**src/rtl/dsp_pkg.sv**
```systemverilog
// Types and constants shared by the DSP mode sequencer and the CSR file.
package dsp_pkg;

    typedef logic [1:0] dsp_mode_t;

    typedef enum logic [1:0] {
        IDLE   = 2'd0,
        DRAIN  = 2'd1,
        SWITCH = 2'd2,
        SETTLE = 2'd3
    } ctrl_state_t;

    // CSR address of the DSP mode register; the CSR file decodes writes here into req_valid.
    localparam logic [11:0] DSPMODE_CSR = 12'h800;

    function automatic int max_int(input int a, input int b);
        return (a > b) ? a : b;
    endfunction

endpackage

```
**src/rtl/dsp_mode_ctrl_if.sv**
```systemverilog
// Request, issue/retire and status signals between the CSR/issue side and the mode sequencer.
interface dsp_mode_ctrl_if #(
    parameter int CNT_W = 4
);
    import dsp_pkg::*;

    logic             req_valid;
    dsp_mode_t        req_mode;
    logic             req_ready;
    logic             dsp_issue;
    logic             dsp_retire;
    logic             issue_stall;
    dsp_mode_t        dsp_mode;
    logic [CNT_W-1:0] inflight;
    logic             switch_done;
    logic             timeout_err;

    modport master (
        output req_valid, req_mode, dsp_issue, dsp_retire,
        input  req_ready, issue_stall, dsp_mode, inflight, switch_done, timeout_err
    );

    modport slave (
        input  req_valid, req_mode, dsp_issue, dsp_retire,
        output req_ready, issue_stall, dsp_mode, inflight, switch_done, timeout_err
    );

endinterface

```
**src/rtl/dsp_inflight_cnt.sv**
```systemverilog
// Saturating up/down count of DSP ops in flight; never wraps in either direction.
module dsp_inflight_cnt #(
    parameter int CNT_W = 4
) (
    input  logic             clk,
    input  logic             rst,
    input  logic             inc,
    input  logic             dec,
    output logic [CNT_W-1:0] count,
    output logic             full,
    output logic             empty
);

    logic do_inc;
    logic do_dec;

    assign full   = (count == '1);
    assign empty  = (count == '0);
    assign do_inc = inc && !full;
    assign do_dec = dec && !empty;

    always_ff @(posedge clk) begin
        if (rst) begin
            count <= '0;
        end else if (do_inc && !do_dec) begin
            count <= count + 1'b1;
        end else if (do_dec && !do_inc) begin
            count <= count - 1'b1;
        end
    end

endmodule

```
**src/rtl/dsp_mode_ctrl.sv**
```systemverilog
// DSP mode-change sequencer: stall issue, drain in-flight ops, apply the mode, settle, release.
//
// state  | meaning
// IDLE   | issue open, accepting mode-change requests
// DRAIN  | issue stalled, waiting for in-flight ops to retire (bounded)
// SWITCH | one cycle, new mode registered onto dsp_mode
// SETTLE | issue still stalled while the datapath settles on the new mode
module dsp_mode_ctrl
    import dsp_pkg::*;
#(
    parameter int CNT_W      = 4,
    parameter int DRAIN_MAX  = 16,
    parameter int SETTLE_CYC = 2
) (
    input  logic              clk,
    input  logic              rst,
    dsp_mode_ctrl_if.slave    bus
);

    localparam int TMR_W = $clog2(max_int(DRAIN_MAX, SETTLE_CYC) + 1);
    localparam logic [TMR_W-1:0] DRAIN_LOAD  = TMR_W'(DRAIN_MAX - 1);
    localparam logic [TMR_W-1:0] SETTLE_LOAD = TMR_W'(SETTLE_CYC - 1);

    ctrl_state_t      state_q, state_d;
    logic [TMR_W-1:0] tmr_q, tmr_d;
    dsp_mode_t        pending_q, pending_d;
    dsp_mode_t        mode_q, mode_d;
    logic             done_q, done_d;
    logic             tout_q, tout_d;

    logic [CNT_W-1:0] cnt;
    logic             cnt_full;
    logic             cnt_empty;
    logic             stall;
    logic             accept;

    assign stall  = (state_q != IDLE) || cnt_full;
    assign accept = bus.req_valid && (state_q == IDLE);

    // An issue arriving while stalled is a protocol violation and is dropped.
    dsp_inflight_cnt #(
        .CNT_W (CNT_W)
    ) u_inflight (
        .clk   (clk),
        .rst   (rst),
        .inc   (bus.dsp_issue && !stall),
        .dec   (bus.dsp_retire),
        .count (cnt),
        .full  (cnt_full),
        .empty (cnt_empty)
    );

    always_ff @(posedge clk) begin
        if (rst) begin
            state_q   <= IDLE;
            tmr_q     <= '0;
            pending_q <= '0;
            mode_q    <= '0;
            done_q    <= 1'b0;
            tout_q    <= 1'b0;
        end else begin
            state_q   <= state_d;
            tmr_q     <= tmr_d;
            pending_q <= pending_d;
            mode_q    <= mode_d;
            done_q    <= done_d;
            tout_q    <= tout_d;
        end
    end

    // One down-counter serves as drain budget and settle window; terminal count is zero.
    always_comb begin
        state_d   = state_q;
        tmr_d     = tmr_q;
        pending_d = pending_q;
        mode_d    = mode_q;
        done_d    = 1'b0;
        tout_d    = 1'b0;
        case (state_q)
            IDLE: begin
                if (accept) begin
                    pending_d = bus.req_mode;
                    if (bus.req_mode == mode_q) begin
                        done_d = 1'b1;
                    end else begin
                        state_d = DRAIN;
                        tmr_d   = DRAIN_LOAD;
                    end
                end
            end
            DRAIN: begin
                if (cnt_empty) begin
                    state_d = SWITCH;
                end else if (tmr_q == '0) begin
                    state_d = IDLE;
                    tout_d  = 1'b1;
                end else begin
                    tmr_d = tmr_q - 1'b1;
                end
            end
            SWITCH: begin
                mode_d  = pending_q;
                tmr_d   = SETTLE_LOAD;
                state_d = SETTLE;
            end
            SETTLE: begin
                if (tmr_q == '0) begin
                    state_d = IDLE;
                    done_d  = 1'b1;
                end else begin
                    tmr_d = tmr_q - 1'b1;
                end
            end
            default: state_d = IDLE;
        endcase
    end

    assign bus.req_ready   = (state_q == IDLE);
    assign bus.issue_stall = stall;
    assign bus.dsp_mode    = mode_q;
    assign bus.inflight    = cnt;
    assign bus.switch_done = done_q;
    assign bus.timeout_err = tout_q;

endmodule

```
**src/flat_wrapper.sv**
```systemverilog
// flat-port wrapper written by rule: the top's interface ports become plain ports
module dsp_mode_ctrl_flat import dsp_pkg::*;
#(
    parameter int CNT_W      = 4,
    parameter int DRAIN_MAX  = 16,
    parameter int SETTLE_CYC = 2
)
  (clk, rst, bus_req_valid, bus_req_mode, bus_dsp_issue, bus_dsp_retire, bus_req_ready, bus_issue_stall, bus_dsp_mode, bus_inflight, bus_switch_done, bus_timeout_err);
  dsp_mode_ctrl_if #(.CNT_W(CNT_W)) bus_i ();
  input  logic clk;
  input  logic rst;
  input wire logic [$bits(bus_i.req_valid)-1:0] bus_req_valid;
  input wire logic [$bits(bus_i.req_mode)-1:0] bus_req_mode;
  input wire logic [$bits(bus_i.dsp_issue)-1:0] bus_dsp_issue;
  input wire logic [$bits(bus_i.dsp_retire)-1:0] bus_dsp_retire;
  output wire logic [$bits(bus_i.req_ready)-1:0] bus_req_ready;
  output wire logic [$bits(bus_i.issue_stall)-1:0] bus_issue_stall;
  output wire logic [$bits(bus_i.dsp_mode)-1:0] bus_dsp_mode;
  output wire logic [$bits(bus_i.inflight)-1:0] bus_inflight;
  output wire logic [$bits(bus_i.switch_done)-1:0] bus_switch_done;
  output wire logic [$bits(bus_i.timeout_err)-1:0] bus_timeout_err;
  assign bus_i.req_valid = bus_req_valid;
  assign bus_i.req_mode = bus_req_mode;
  assign bus_i.dsp_issue = bus_dsp_issue;
  assign bus_i.dsp_retire = bus_dsp_retire;
  assign bus_req_ready = bus_i.req_ready;
  assign bus_issue_stall = bus_i.issue_stall;
  assign bus_dsp_mode = bus_i.dsp_mode;
  assign bus_inflight = bus_i.inflight;
  assign bus_switch_done = bus_i.switch_done;
  assign bus_timeout_err = bus_i.timeout_err;
  dsp_mode_ctrl #(.CNT_W(CNT_W), .DRAIN_MAX(DRAIN_MAX), .SETTLE_CYC(SETTLE_CYC)) u_core (.clk(clk), .rst(rst), .bus(bus_i));
endmodule
```
**config.mk**
```make
export PLATFORM = sky130hd
export DESIGN_NAME = dsp_mode_ctrl_flat
export DESIGN_NICKNAME = d
export VERILOG_FILES = /design/src/rtl/dsp_pkg.sv /design/src/rtl/dsp_mode_ctrl_if.sv /design/src/rtl/dsp_inflight_cnt.sv /design/src/rtl/dsp_mode_ctrl.sv /design/src/flat_wrapper.sv
export SDC_FILE = /design/constraint.sdc
export NUM_CORES = 1
export LEC_CHECK = 0
export ABC_AREA = 1
export CELL_PAD_IN_SITES_DETAIL_PLACEMENT = 1
export CELL_PAD_IN_SITES_GLOBAL_PLACEMENT = 1
export CORE_MARGIN = 2
export CORE_UTILIZATION = 33
export DETAILED_ROUTE_END_ITERATION = 6
export PLACE_DENSITY = 0.83
export SYNTH_ARGS = -nofsm -noshare
export SYNTH_HDL_FRONTEND = slang
export SYNTH_SLANG_ARGS = --single-unit
```
**constraint.sdc**
```tcl
create_clock -name clk -period 1.92 [get_ports clk]
set_input_delay 0.192 -clock clk [delete_from_list [all_inputs] [get_ports clk]]
set_output_delay 0.192 -clock clk [all_outputs]
set_load 0.01 [all_outputs]
```
=== Word-level counts from Yosys, hierarchy flattened ===
Index checks and enable logic that the tools add are counted.

* Bits in registers: 17
* Output and inout bits: 10
* Input port bits: 7

* Add/sub/neg operators: 3
* Bitwise gates (word level): 1
* Reductions and logical operators: 21
* Mux-type cells: 16
* Equal/unequal tests: 8

{| class="wikitable"
|+ Operator list
! operator !! number
|-
| $mux W5 || 4
|-
| $pmux W5 S4 || 1
|-
| $mux W2 || 4
|-
| $mux W4 || 2
|-
| $pmux W2 S4 || 1
|-
| $logic_and A1 B1 Y1 || 6
|-
| $logic_not A1 Y1 || 5
|-
| $logic_not A5 Y1 || 1
|-
| $sub A5 B1 Y5 const B || 1
|-
| $add A4 B1 Y4 const B || 1
|-
| $eq A2 B2 Y1 const B || 2
|-
| $eq A4 B4 Y1 const B || 1
|-
| $logic_not A4 Y1 || 1
|-
| $ne A2 B2 Y1 const B || 2
|-
| $reduce_and A2 Y1 || 2
|-
| $reduce_bool A2 Y1 || 2
|-
| $sub A4 B1 Y4 const B || 1
|-
| $mux W1 || 3
|-
| $reduce_and A3 Y1 || 1
|-
| $reduce_or A3 Y1 || 1
|-
| $eq A2 B1 Y1 const B || 1
|-
| $eq A2 B2 Y1 || 1
|-
| $logic_not A2 Y1 || 1
|-
| $ne A2 B1 Y1 const B || 1
|-
| 3 further kinds || 3
|}

=== Depth between registers and ports, before layout ===
* Depth after elaboration: 9
* Depth in mapped cells: 13
* Mapped depth without buffers: 13

=== Modules after synthesis ===
A second synthesis with hierarchy kept.

* Cells, all modules: 162
* Area total of the unflattened synthesis: 1104.8 sq um

{| class="wikitable"
|+ Modules (own cells, without submodules)
! module !! times used !! area an instance (sq um) !! cells an instance
|-
| dsp_mode_ctrl || 1 || 793.3 || 118
|-
| dsp_inflight_cnt || 1 || 311.5 || 44
|}

=== Least setup slack after synthesis ===
Ideal clock, no wire load.

* Kind: register -> register
* Start: register u_core.state_q[0]
* End: register u_core.u_inflight.count[3]
* Library setup time: 70 ps
* Stages on the path, launching flop included: 14
* Path buffers: 0
* Slack: -346 ps
* Period minus slack after synthesis: 2266 ps
* Arrival: 2196 ps
* Data required time: 1850 ps
* Cells stage by stage: dfxtp_1 > inv_1 > ha_1 > o21ai_0 > nor2_1 > ha_1 > inv_1 > ha_1 > nand2_1 > nand2_1 > nor2_1 > xnor2_1 > nand2_1 > a21oi_1

* Word-level cells in the longest chain between the ends: 8

{| class="wikitable"
|+ Ends and longest elaborated chain
! element !! line !! text
|-
| start: declaration || dsp_mode_ctrl.sv:24 || <nowiki>ctrl_state_t state_q, state_d;</nowiki>
|-
| start signal: assignment || dsp_mode_ctrl.sv:62 || <nowiki>state_q <= state_d;</nowiki>
|-
| $reduce_bool A2 Y1 * || dsp_mode_ctrl.sv:37 || <nowiki>assign stall = (state_q != IDLE) || cnt_full;</nowiki>
|-
| $logic_or A1 B1 Y1 * || dsp_mode_ctrl.sv:37 ||
|-
| via bus_issue_stall || flat_wrapper.sv:17 || <nowiki>output wire logic [$bits(bus_i.issue_stall)-1:0] bus_issue_stall;</nowiki>
|-
| $logic_not A1 Y1 * || dsp_mode_ctrl.sv:46 || <nowiki>.inc (bus.dsp_issue && !stall),</nowiki>
|-
| $logic_and A1 B1 Y1 * || dsp_mode_ctrl.sv:46 ||
|-
| $logic_and A1 B1 Y1 * || dsp_inflight_cnt.sv:19 || <nowiki>assign do_inc = inc && !full;</nowiki>
|-
| $logic_not A1 Y1 || dsp_inflight_cnt.sv:27 || <nowiki>end else if (do_dec && !do_inc) begin</nowiki>
|-
| $logic_and A1 B1 Y1 || dsp_inflight_cnt.sv:27 ||
|-
| $reduce_bool A2 Y1 (no source line) || n/a ||
|-
| end signal: assignment || dsp_inflight_cnt.sv:26 || <nowiki>count <= count + 1'b1;</nowiki>
|-
| end signal: assignment || dsp_inflight_cnt.sv:28 || <nowiki>count <= count - 1'b1;</nowiki>
|-
| end: declaration || dsp_inflight_cnt.sv:9 || <nowiki>output logic [CNT_W-1:0] count,</nowiki>
|}

The timed path passes the listed nets; every way through them passes the cells marked *.
A chain may end at the register's enable or synchronous reset.

=== Final worst setup path ===
* Start: register u_core.state_q[1]
* End: register u_core.u_inflight.count[2]

* Word-level cells in the longest chain between the ends: 8

{| class="wikitable"
|+ Ends and longest elaborated chain
! element !! line
|-
| $reduce_bool A2 Y1 * || dsp_mode_ctrl.sv:37
|-
| $logic_or A1 B1 Y1 * || dsp_mode_ctrl.sv:37
|-
| $logic_not A1 Y1 * || dsp_mode_ctrl.sv:46
|-
| $logic_and A1 B1 Y1 * || dsp_mode_ctrl.sv:46
|-
| $logic_and A1 B1 Y1 * || dsp_inflight_cnt.sv:19
|-
| $logic_not A1 Y1 || dsp_inflight_cnt.sv:27
|-
| $logic_and A1 B1 Y1 || dsp_inflight_cnt.sv:27
|-
| $reduce_bool A2 Y1 (no source line) || n/a
|}

Mark *: on every way between the ends. The rest lies on a longest branch, timed or not.

==> impl_results.md <==
- Initial core utilization: 35.04%
- Worst-Skew Late Latency: 0.31 ns
- Wire length per cell: 15.38 µm
- Die ar.: 3770 µm²
- Leak: 0.7071 nW
- Final hold vios: 0
- Clk slew on worst S/H paths: 0.11 ns
- Power Density: 1223 nW/µm²
- Slew of the pin with the lowest slew margin: 0.4150 ns
- CTS Buf Count: 3
- Unrepaired setup endpoints after global routing: yes
- Dpl hpwl: 2440 µm
- CTS tree: built
- Initial antenna violation count: 0
- WP data required: 2.13 ns
- TNS Setup: -0.1368 ns
- Crit path depth: 11
- Relative slew slack: 72.30%
- CP Class: flip-flop to flip-flop
- Startpoint Class: flip-flop
- Clk buf depth: 2
- Vias in the first global route: 1,169
- Arr. time, crit path: 2.21 ns
- FF+latch count, synth: 17
- CTS root buf: clkbuf_4
- Mapped Nets: 177
- Via count: 1,119
- Critical-path cell list: inv_2 > ha_4 > o21ai_4 > nor2_2 > ha_2 > inv_4 > buf_4 > fa_2 > xor2_1 > o21ai_1 > inv_1
- Mapped Cells: 159
- Outcome: finished with violations
- Diodes inserted: 0
- Clock Skews: 0.001163 ns
- Slack of the critical path: -0.07874 ns
- GPL Wtd Cong: 0.7804
- # rows: 20
- Max Cap Viol: 0
- Worst hold path stage count: 3
- Mean Syn Cell Area: 6.838 µm²
- Yosys warning total: 0
- First-pass GRT wire length: 5223 µm
- Width of the die: 61.40 µm
- Largest net degree at the start of global routing: 12
- CP Capture Type: flip-flop
- Final wirelength: 3645 µm
- Area of the mapped netlist: 1087 µm²
- Seq/Total Area, Yosys: 31.30%
- Total GRT Usage: 18.83%
- Fin crit period: 1.999 ns
- Nets@finish: 212
- Max Freq: 500.3 MHz
- Worst hold path type: input pin to flip-flop
- CP top delay family: adder cells
- Setup violators final: 3
- Final ANT Viol Nets: 0
- CP max FO: 3
- Buffers & Inverters on Critical Path: 4
- Area growth from synthesis to layout: 43.15%
- Routed vias/inst: 4.722
- Post-Place Worst Slack: -0.1470 ns
- 1st-iter DRT viols: 46
- Synth cell types: 24
- Worst path max stage delay: 0.35 ns
- Worst-path cell with the longest stage delay: dfxtp_2
- Die height: 61.40 µm
- Hold buffer count at cts: 0
- Failing checks: negative setup slack
- DRT Pass-1 Iters: 4
- Worst vdd ir: 0.7097 mV
- Clock sink total: 17
- Core area: 3103 µm²
- FILL cells: 402
- # port buffers: 16
- Gr ovfl total: 0
- Layout cells sized above 1: 27.98%
- Max-slew violation count: 0
- DRC Markers: 0
- Tcrit/Tclk final: 104.1%
- Worst reg-to-reg path cell count: 11
- H-tree levels: 1
- IO Pins: 17
[state kept, by name, summed over array words and instances, names as in the netlist]
register	cells
u_core.state_q	2
u_core.bus.timeout_err	1
u_core.pending_q	2
u_core.u_inflight.count	4
u_core.tmr_q	5
u_core.bus.switch_done	1
u_core.bus.dsp_mode	2
[what timing repair did]
action	in CTS	in global routing
setup endpoints to repair	2	2
resized for setup	9	18
buffers inserted	2	6
pin swaps	0	12
[report_power, final]
group,switching [mW],internal (mW)
Combinational,0.638,0.537
Sequential,0.0785,0.444
Clock,0.129,0.0779
[stage by stage]
| step | instances | utilization (%) | instance area [µm²] | power, mW | hold slack [ns] |
|---|---|---|---|---|---|
| 2_1_floorplan | 159 | - | 1109 | 1.064 | 0.2537 |
| 3_3_place_gp | 225 | 44.11 | 1369 | 1.317 | 0.4687 |
| 3_5_place_dp | 225 | 44.11 | 1369 | 1.391 | 0.4842 |
| 4_1_cts | 231 | 46.41 | 1440 | 1.673 | 0.4943 |
| 5_1_grt | 237 | 50.16 | 1556 | 2.059 | 0.5167 |
| 6_report | 237 | 50.16 | 1556 | 1.904 | 0.4898 |
[cells by family (layout without fill, tap and decap cells)]
group                    after synthesis  after routing  synth area share [%]
AND/OR/NAND/NOR                       78             78                 31.65
buffers and inverters                 26             60                 9.435
AO/OA/AOI/OAI                         22             22                 10.24
flip-flops                            17             17                 31.30
adder cells (fa/ha/maj)               11             11                 13.35
XOR/XNOR                               5              5                 4.028
[final cells by class]
type | instances | area, µm² | area share, %
clock inverter | 1 | 5.005 | 0.3215
tap | 44 | 55.05 | 3.537
inverter | 25 | 97.59 | 6.270
sequential | 17 | 354.1 | 22.75
multi-input combinational | 116 | 749.5 | 48.15
timing repair buffer | 31 | 272.8 | 17.52
clock buffer | 3 | 22.52 | 1.447
[routing by layer]
metal | vias to the layer above | global-route usage, % | wire length, µm
met5 | - | 0 | 0
met4 | 0 | 3.951 | 30
met3 | 4 | 3.992 | 54
met2 | 11 | 35.56 | 2026
met1 | 540 | 21.74 | 1534
li1 | 564 | - | -
[worst min-delay path, cell delays in order]
cell             delay [ns]
clkdlybuf4s50_1        0.44
inv_2                  0.07
a21oi_1                0.06
[final timing paths]
kind	start	end	slack, ns
hold / removal	bus_req_mode[1]	u_core.pending_q[1]$_SDFFE_PP0P_	0.49
setup reg to reg	u_core.state_q[1]$_SDFFE_PP0P_	u_core.u_inflight.count[2]$_SDFFE_PP0P_	-0.08
setup / recovery	u_core.state_q[1]$_SDFFE_PP0P_	u_core.u_inflight.count[2]$_SDFFE_PP0P_	-0.08
hold reg to reg	u_core.tmr_q[1]$_SDFFE_PP0P_	u_core.tmr_q[1]$_SDFFE_PP0P_	0.51
[cells in the mapped netlist, drive strengths merged]
master | count | area (µm²)
o22ai | 1 | 6.260
inv | 24 | 90.08
nand2 | 37 | 148.9
nor2 | 28 | 115.1
xnor2 | 3 | 26.28
clkinv | 1 | 5.000
dfxtp | 17 | 340.3
buf | 1 | 7.510
nand3b | 1 | 7.510
ha | 10 | 125.1
or2 | 2 | 15.02
o21ai | 11 | 55.05
xor2 | 2 | 17.52
a21oi | 10 | 50.05
nor3b | 1 | 7.510
fa | 1 | 20.02
nor3 | 1 | 5.000
nand3 | 8 | 45.04
[placed cells by master, fill, tap and decap left out, drive strengths merged]
cell	n
inv	24
ha	10
a21oi	10
or2	2
nand2	37
clkdlybuf4s50	16
nor2	28
buf	15
xnor2	3
nor3	1
clkinv	2
o21ai	11
clkbuf	3
nand3	8
fa	1
dfxtp	17
nor3b	1
nand3b	1
o22ai	1
xor2	2
Note: power is estimated with default switching activity, not from simulation.
==> RTL change 1: new RTL, config.mk and constraints unchanged <==
`DRAIN_MAX` is set to 16 in 2 places; all go to 8.
--- a/src/rtl/dsp_mode_ctrl.sv
+++ b/src/rtl/dsp_mode_ctrl.sv
@@ -11,3 +11,3 @@
     parameter int CNT_W      = 4,
-    parameter int DRAIN_MAX  = 16,
+    parameter int DRAIN_MAX  = 8,
     parameter int SETTLE_CYC = 2
--- a/src/flat_wrapper.sv
+++ b/src/flat_wrapper.sv
@@ -4,3 +4,3 @@
     parameter int CNT_W      = 4,
-    parameter int DRAIN_MAX  = 16,
+    parameter int DRAIN_MAX  = 8,
     parameter int SETTLE_CYC = 2
Check against the original RTL: not equivalent (Yosys sat finds a counterexample within 10 cycles, from zero or initial values and one cycle with rst high).
==> RTL change 1 against the unedited design <==
The run still ends with setup timing left; area after synthesis decreased by 6.6%; cell count decreased by 9.7%; sequential share of layout area increased by 0.17 points; worst setup slack improved by 28 ps; wire length decreased by 6.4%; sequential cell count decreased by 1; combinational power increased by 51%; final area decreased by 9.2%; via count decreased by 1.4%; count of clock-buffer cells in the layout unchanged; power increased by 32%.
==> RTL change 1: results (changes against the unedited design) <==
stage;metric;value;unit;change
critical_path;Crit Path Max Fanout;4;;was 3
timing;PnR worst setup slack;-50.8;ps;was -78.7 ps
power;Psw;1.20;mW;was 0.846 mW
final_layout;fraction of area in multi-input gates;47.2;%;was 48.2%
place;Placed Area;1290;sq um;was 1370 sq um
power;LEAKAGE;0.668;nW;was 0.707 nW
global_route;first-pass GRT wire length;5160;um;was 5220 um
critical_path;Top Family by Delay on Critical Path;simple AND/OR/NAND/NOR gates;;was adder cells
global_route;met2 Usage GRT;35.3;%;was 35.6%
critical_path;Crit-path slowest cell;dfxtp_1;;was dfxtp_2
status;status;finished with violations;;unchanged
final_layout;fillers;373;;was 402
final_layout;Reg area;324;sq um;was 354 sq um
min_path;worst hold-check path type;reg -> reg;;was in -> reg
final_layout;Largest regs;u_core.tmr_q (4), u_core.u_inflight.count (4);;was u_core.tmr_q (5), u_core.u_inflight.count (4)
status;failing checks;setup timing;;unchanged
global_route;vias in the first global route;1141;;was 1169
detailed_routing;met1 wire length;1400;um;was 1530 um
timing;Setup Skew;8.42;ps;was 1.16 ps
logic_synthesis;Area contributors post-synth;dfxtp_1 (32%), nand2_1 (11%), ha_1 (11%);;was dfxtp_1 (31%), nand2_1 (12%), ha_1 (12%)
place;dpl cells;206;;was 225
place;Final GP Congestion;0.817;;was 0.780
logic_synthesis;Syn Inst Count;150;;was 159
logic_synthesis;Syn Nets;167;;was 177
min_path;WHS Path Cells;2;;was 3
critical_path;CP max stage delay;430;ps;was 350 ps
detailed_routing;DRT iter0 DRCs;15;;was 46
min_path;Hold Startpoint;u_core.pending_q[0];;was bus_req_mode[1]
final_layout;Data buffer area share;18.4;%;was 17.5%
final_layout;count of multi-input gates;108;;was 116
power;switch share;47.8;%;was 44.4%
critical_path;Critical path destination;u_core.u_inflight.count[3];;was u_core.u_inflight.count[2]
timing;endpoints failing setup;1;;was 3
final_layout;FFs & Latches;16;;was 17
detailed_routing;met3 WL;87;um;was 54 um
logic_synthesis;sequential share of the synthesized area;31.5;%;was 31.3%
-- RTL change 1: cell count changes in the layout (fill, tap and decap cells not counted), sizes merged, moves of 2 or more --
cell,change
buf,-2
or2,-2
a21oi,-3
nor2,-2
o21ai,+4
clkinv,-2
nand3,-3
-- RTL change 1: worst reg2reg max path, stage by stage (launching register included) --
cell and delay, ps:
dfxtp_1 430, nand4_1 170, nand2_4 120, nor2_4 50
ha_4 160, inv_4 90, ha_4 210, nand2_1 70
nand2_1 60, nor2_1 140, xnor2_1 170, nand2_1 100
a21oi_1 140
-- RTL change 1: cell families (layout without fill, tap and decap cells) --
| kind of cell | Yosys count | after routing | share of synthesized area (%) |
|---|---|---|---|
| flip-flops | 16 | 16 | 31.5 |
| adder cells (fa/ha/maj) | 10 | 10 | 13.1 |
| buffers and inverters | 26 | 57 | 9.98 |
| XOR/XNOR | 5 | 5 | 4.31 |
| AO/OA/AOI/OAI | 23 | 23 | 11.5 |
| AND/OR/NAND/NOR | 70 | 70 | 29.7 |
==> RTL change 2: new RTL, same flow settings <==
Without the edit above. Encoding of `ctrl_state_t`: now one-hot (4 bits for 4 states).
--- a/src/rtl/dsp_pkg.sv
+++ b/src/rtl/dsp_pkg.sv
@@ -5,7 +5,7 @@
 
-    typedef enum logic [1:0] {
-        IDLE   = 2'd0,
-        DRAIN  = 2'd1,
-        SWITCH = 2'd2,
-        SETTLE = 2'd3
+    typedef enum logic [3:0] {
+        IDLE   = 4'b0001,
+        DRAIN  = 4'b0010,
+        SWITCH = 4'b0100,
+        SETTLE = 4'b1000
     } ctrl_state_t;
Function: same outputs for any inputs over 10 cycles, from zero or initial values and one cycle with rst high; not proved beyond that.
==> RTL change 2 against the unedited design <==
The run still ends with setup timing left; sequential cell count grew 2; power shrank 13%; wire length shrank 2.3%; sequential share of layout area grew 0.78 points; worst setup slack lost 8.7 ps; fmax shrank 0.43%; cell count grew 7.6%; clock skew grew 5.1 ps; hold slack lost 31 ps; final area grew 7.6%; area after synthesis grew 8.1%; critical path type unchanged; largest cell class unchanged.
==> RTL change 2: results (changes against the unedited design) <==
stage;metric;value;unit;change
status;status;finished with violations;;unchanged
status;failing checks;setup timing;;unchanged
logic_synthesis;sequential share of the synthesized area;32.4;%;was 31.3%
global_route;global-route usage over all layers;19.9;%;was 18.8%
global_route;initial antenna violation count;0;;unchanged
logic_synthesis;most common cell in the netlist;nand2_1;;unchanged
detailed_routing;final WL;3560;um;was 3650 um
timing;Slew Viols, Final;0;;unchanged
place;Placed Area;1500;sq um;was 1370 sq um
logic_synthesis;ys async rst share;0;%;unchanged
detailed_routing;Pre-Repair DR Iteration Count;4;;unchanged
logic_synthesis;Post-Synth XOR/XNOR Area;3.73;%;was 4.03%
place;hpwl dp;2560;um;was 2440 um
timing;endpoints failing setup;2;;was 3
clock_tree;clock-pin slew on the worst setup and hold paths;120;ps;
detailed_routing;DRT iter0 DRCs;20;;was 46
logic_synthesis;top cells by instance count after synthesis;nand2_1 (39), inv_1 (27), nor2_1 (20);;was nand2_1 (35), nor2_1 (24), inv_1 (23)
final_layout;diodes inserted;0;;unchanged
logic_synthesis;Main synth FF type;dfxtp_1;;unchanged
clock_tree;clock root cell;clkbuf_4;;unchanged
power;Pwr Density;985;nW/um^2;was 1220 nW/um^2
final_layout;layout cells sized above 1;32.5;%;was 28.0%
power;Peak VDD IR;0.380;mV;was 0.710 mV
logic_synthesis;Syn Nets;184;;was 177
place;Port Buffer Count;16;;unchanged
timing;PnR worst setup slack;-87.5;ps;was -78.7 ps
logic_synthesis;Syn Inst Count;171;;was 159
timing;Rel. slew slack;70.2;%;was 72.3%
job;maxcap violations;0;;unchanged
global_route;first-pass GRT wire length;6280;um;was 5220 um
place;dpl cells;241;;was 225
global_route;vias in the first global route;1375;;was 1169
final_layout;fillers;432;;was 402
timing;Setup Skew;6.26;ps;was 1.16 ps
min_path;worst hold-check path type;in -> reg;;unchanged
power;LEAKAGE;0.802;nW;was 0.707 nW
global_route;largest net degree at the start of global routing;12;;unchanged
logic_synthesis;mux share of post-synthesis cell area;0;%;unchanged
logic_synthesis;area fraction in compound gates after synthesis;10.1;%;was 10.2%
critical_path;Crit Path Max Fanout;3;;unchanged
logic_synthesis;warnings from Yosys;0;;unchanged
logic_synthesis;Area contributors post-synth;dfxtp_1 (32%), nand2_1 (12%), inv_1 (8.6%);;was dfxtp_1 (31%), nand2_1 (12%), ha_1 (12%)
clock_tree;H-tree Lvls;1;;unchanged
critical_path;crit path DAT;2260;ps;was 2210 ps
logic_synthesis;Adder-Cell Fraction of Synth Area;7.03;%;was 13.3%
clock_tree;clk_lat worst skew;310;ps;about the same
detailed_routing;via density per instance;4.79;;was 4.72
clock_tree;total CTS buffers;3;;unchanged
logic_synthesis;Synth cell types;25;;was 24
final_layout;nets;223;;was 212
place;Final GP Congestion;0.769;;was 0.780
final_layout;final cell count without fillers;255;;was 237
final_layout;Largest regs;u_core.tmr_q (5), u_core.state_q (4), u_core.u_inflight.count (4);;was u_core.tmr_q (5), u_core.u_inflight.count (4)
clock_tree;clk buf depth;2;;unchanged
[RTL change 2: logic make-up after synthesis]
kind of cell,Yosys count
buffers and inverters,33
adder cells (fa/ha/maj),6
AO/OA/AOI/OAI,22
flip-flops,19
AND/OR/NAND/NOR,86
XOR/XNOR,5
[RTL change 2: cell type report]
class                   instances  share of cell area (%)
clock inverters                 1                   0.299
repair buffers                 35                    17.9
flip-flops and latches         19                    23.5
inverters                      32                    7.62
multi-input cells             119                    45.9
well taps                      46                    3.44
clock buffers                   3                    1.34
[RTL change 2: metrics by stage]
stage          TNS, ps  worst slack (ps)  power [mW]  hold slack, ps  utilization, %
2_1_floorplan    -42.9             -28.0       0.923             340               -
3_3_place_gp         0              51.5        1.16             465            44.3
3_5_place_dp      -218              -180        1.20             481            44.3
4_1_cts          -92.8             -92.8        1.56             458            48.4
5_1_grt           -460              -237        1.77             472            49.4
6_report          -107             -87.5        1.65             459            49.4
[RTL change 2: timing repair]
action	in CTS	in global routing
pin swaps	12	11
resized for setup	14	8
endpoints found under the setup margin	2	3
buffers inserted	9	1
[RTL change 2: where the power goes]
part           total [mW]  leakage (nW)  switching (mW)  internal, mW
clock network       0.222        0.0177           0.144        0.0780
logic               0.932         0.626           0.485         0.447
registers           0.497         0.158          0.0394         0.457
[RTL change 2: path summary, 6_finish.rpt]
path                           endpoint  slack [ps]  cells past startpoint                        from
max          u_core.u_inflight.count[3]         -90                     12  u_core.u_inflight.count[1]
max reg2reg  u_core.u_inflight.count[3]         -90                     12  u_core.u_inflight.count[1]
min                 u_core.pending_q[1]         460                      3             bus_req_mode[1]
min reg2reg             u_core.tmr_q[4]         510                      2             u_core.tmr_q[4]
[RTL change 2: critical path, cell delays in order, from the launching register on]
cell and delay, ps:
dfxtp_4 380, inv_4 40, o41ai_4 340, nor2_1 90, ha_2 210, inv_4 90
ha_4 210, nand2_2 70, nand2_2 60, nor2_4 130, xnor2_2 110, nand2_1 80
a21oi_2 110
[RTL change 2: metal layers]
layer | up-vias | share of wire (%) | global-route usage, %
met1 | 598 | 39 | 19.9
met4 | 0 | 1.4 | 6.79
met5 | - | 0 | 0
met2 | 15 | 57 | 40.5
li1 | 604 | - | -
met3 | 5 | 2.4 | 3.21
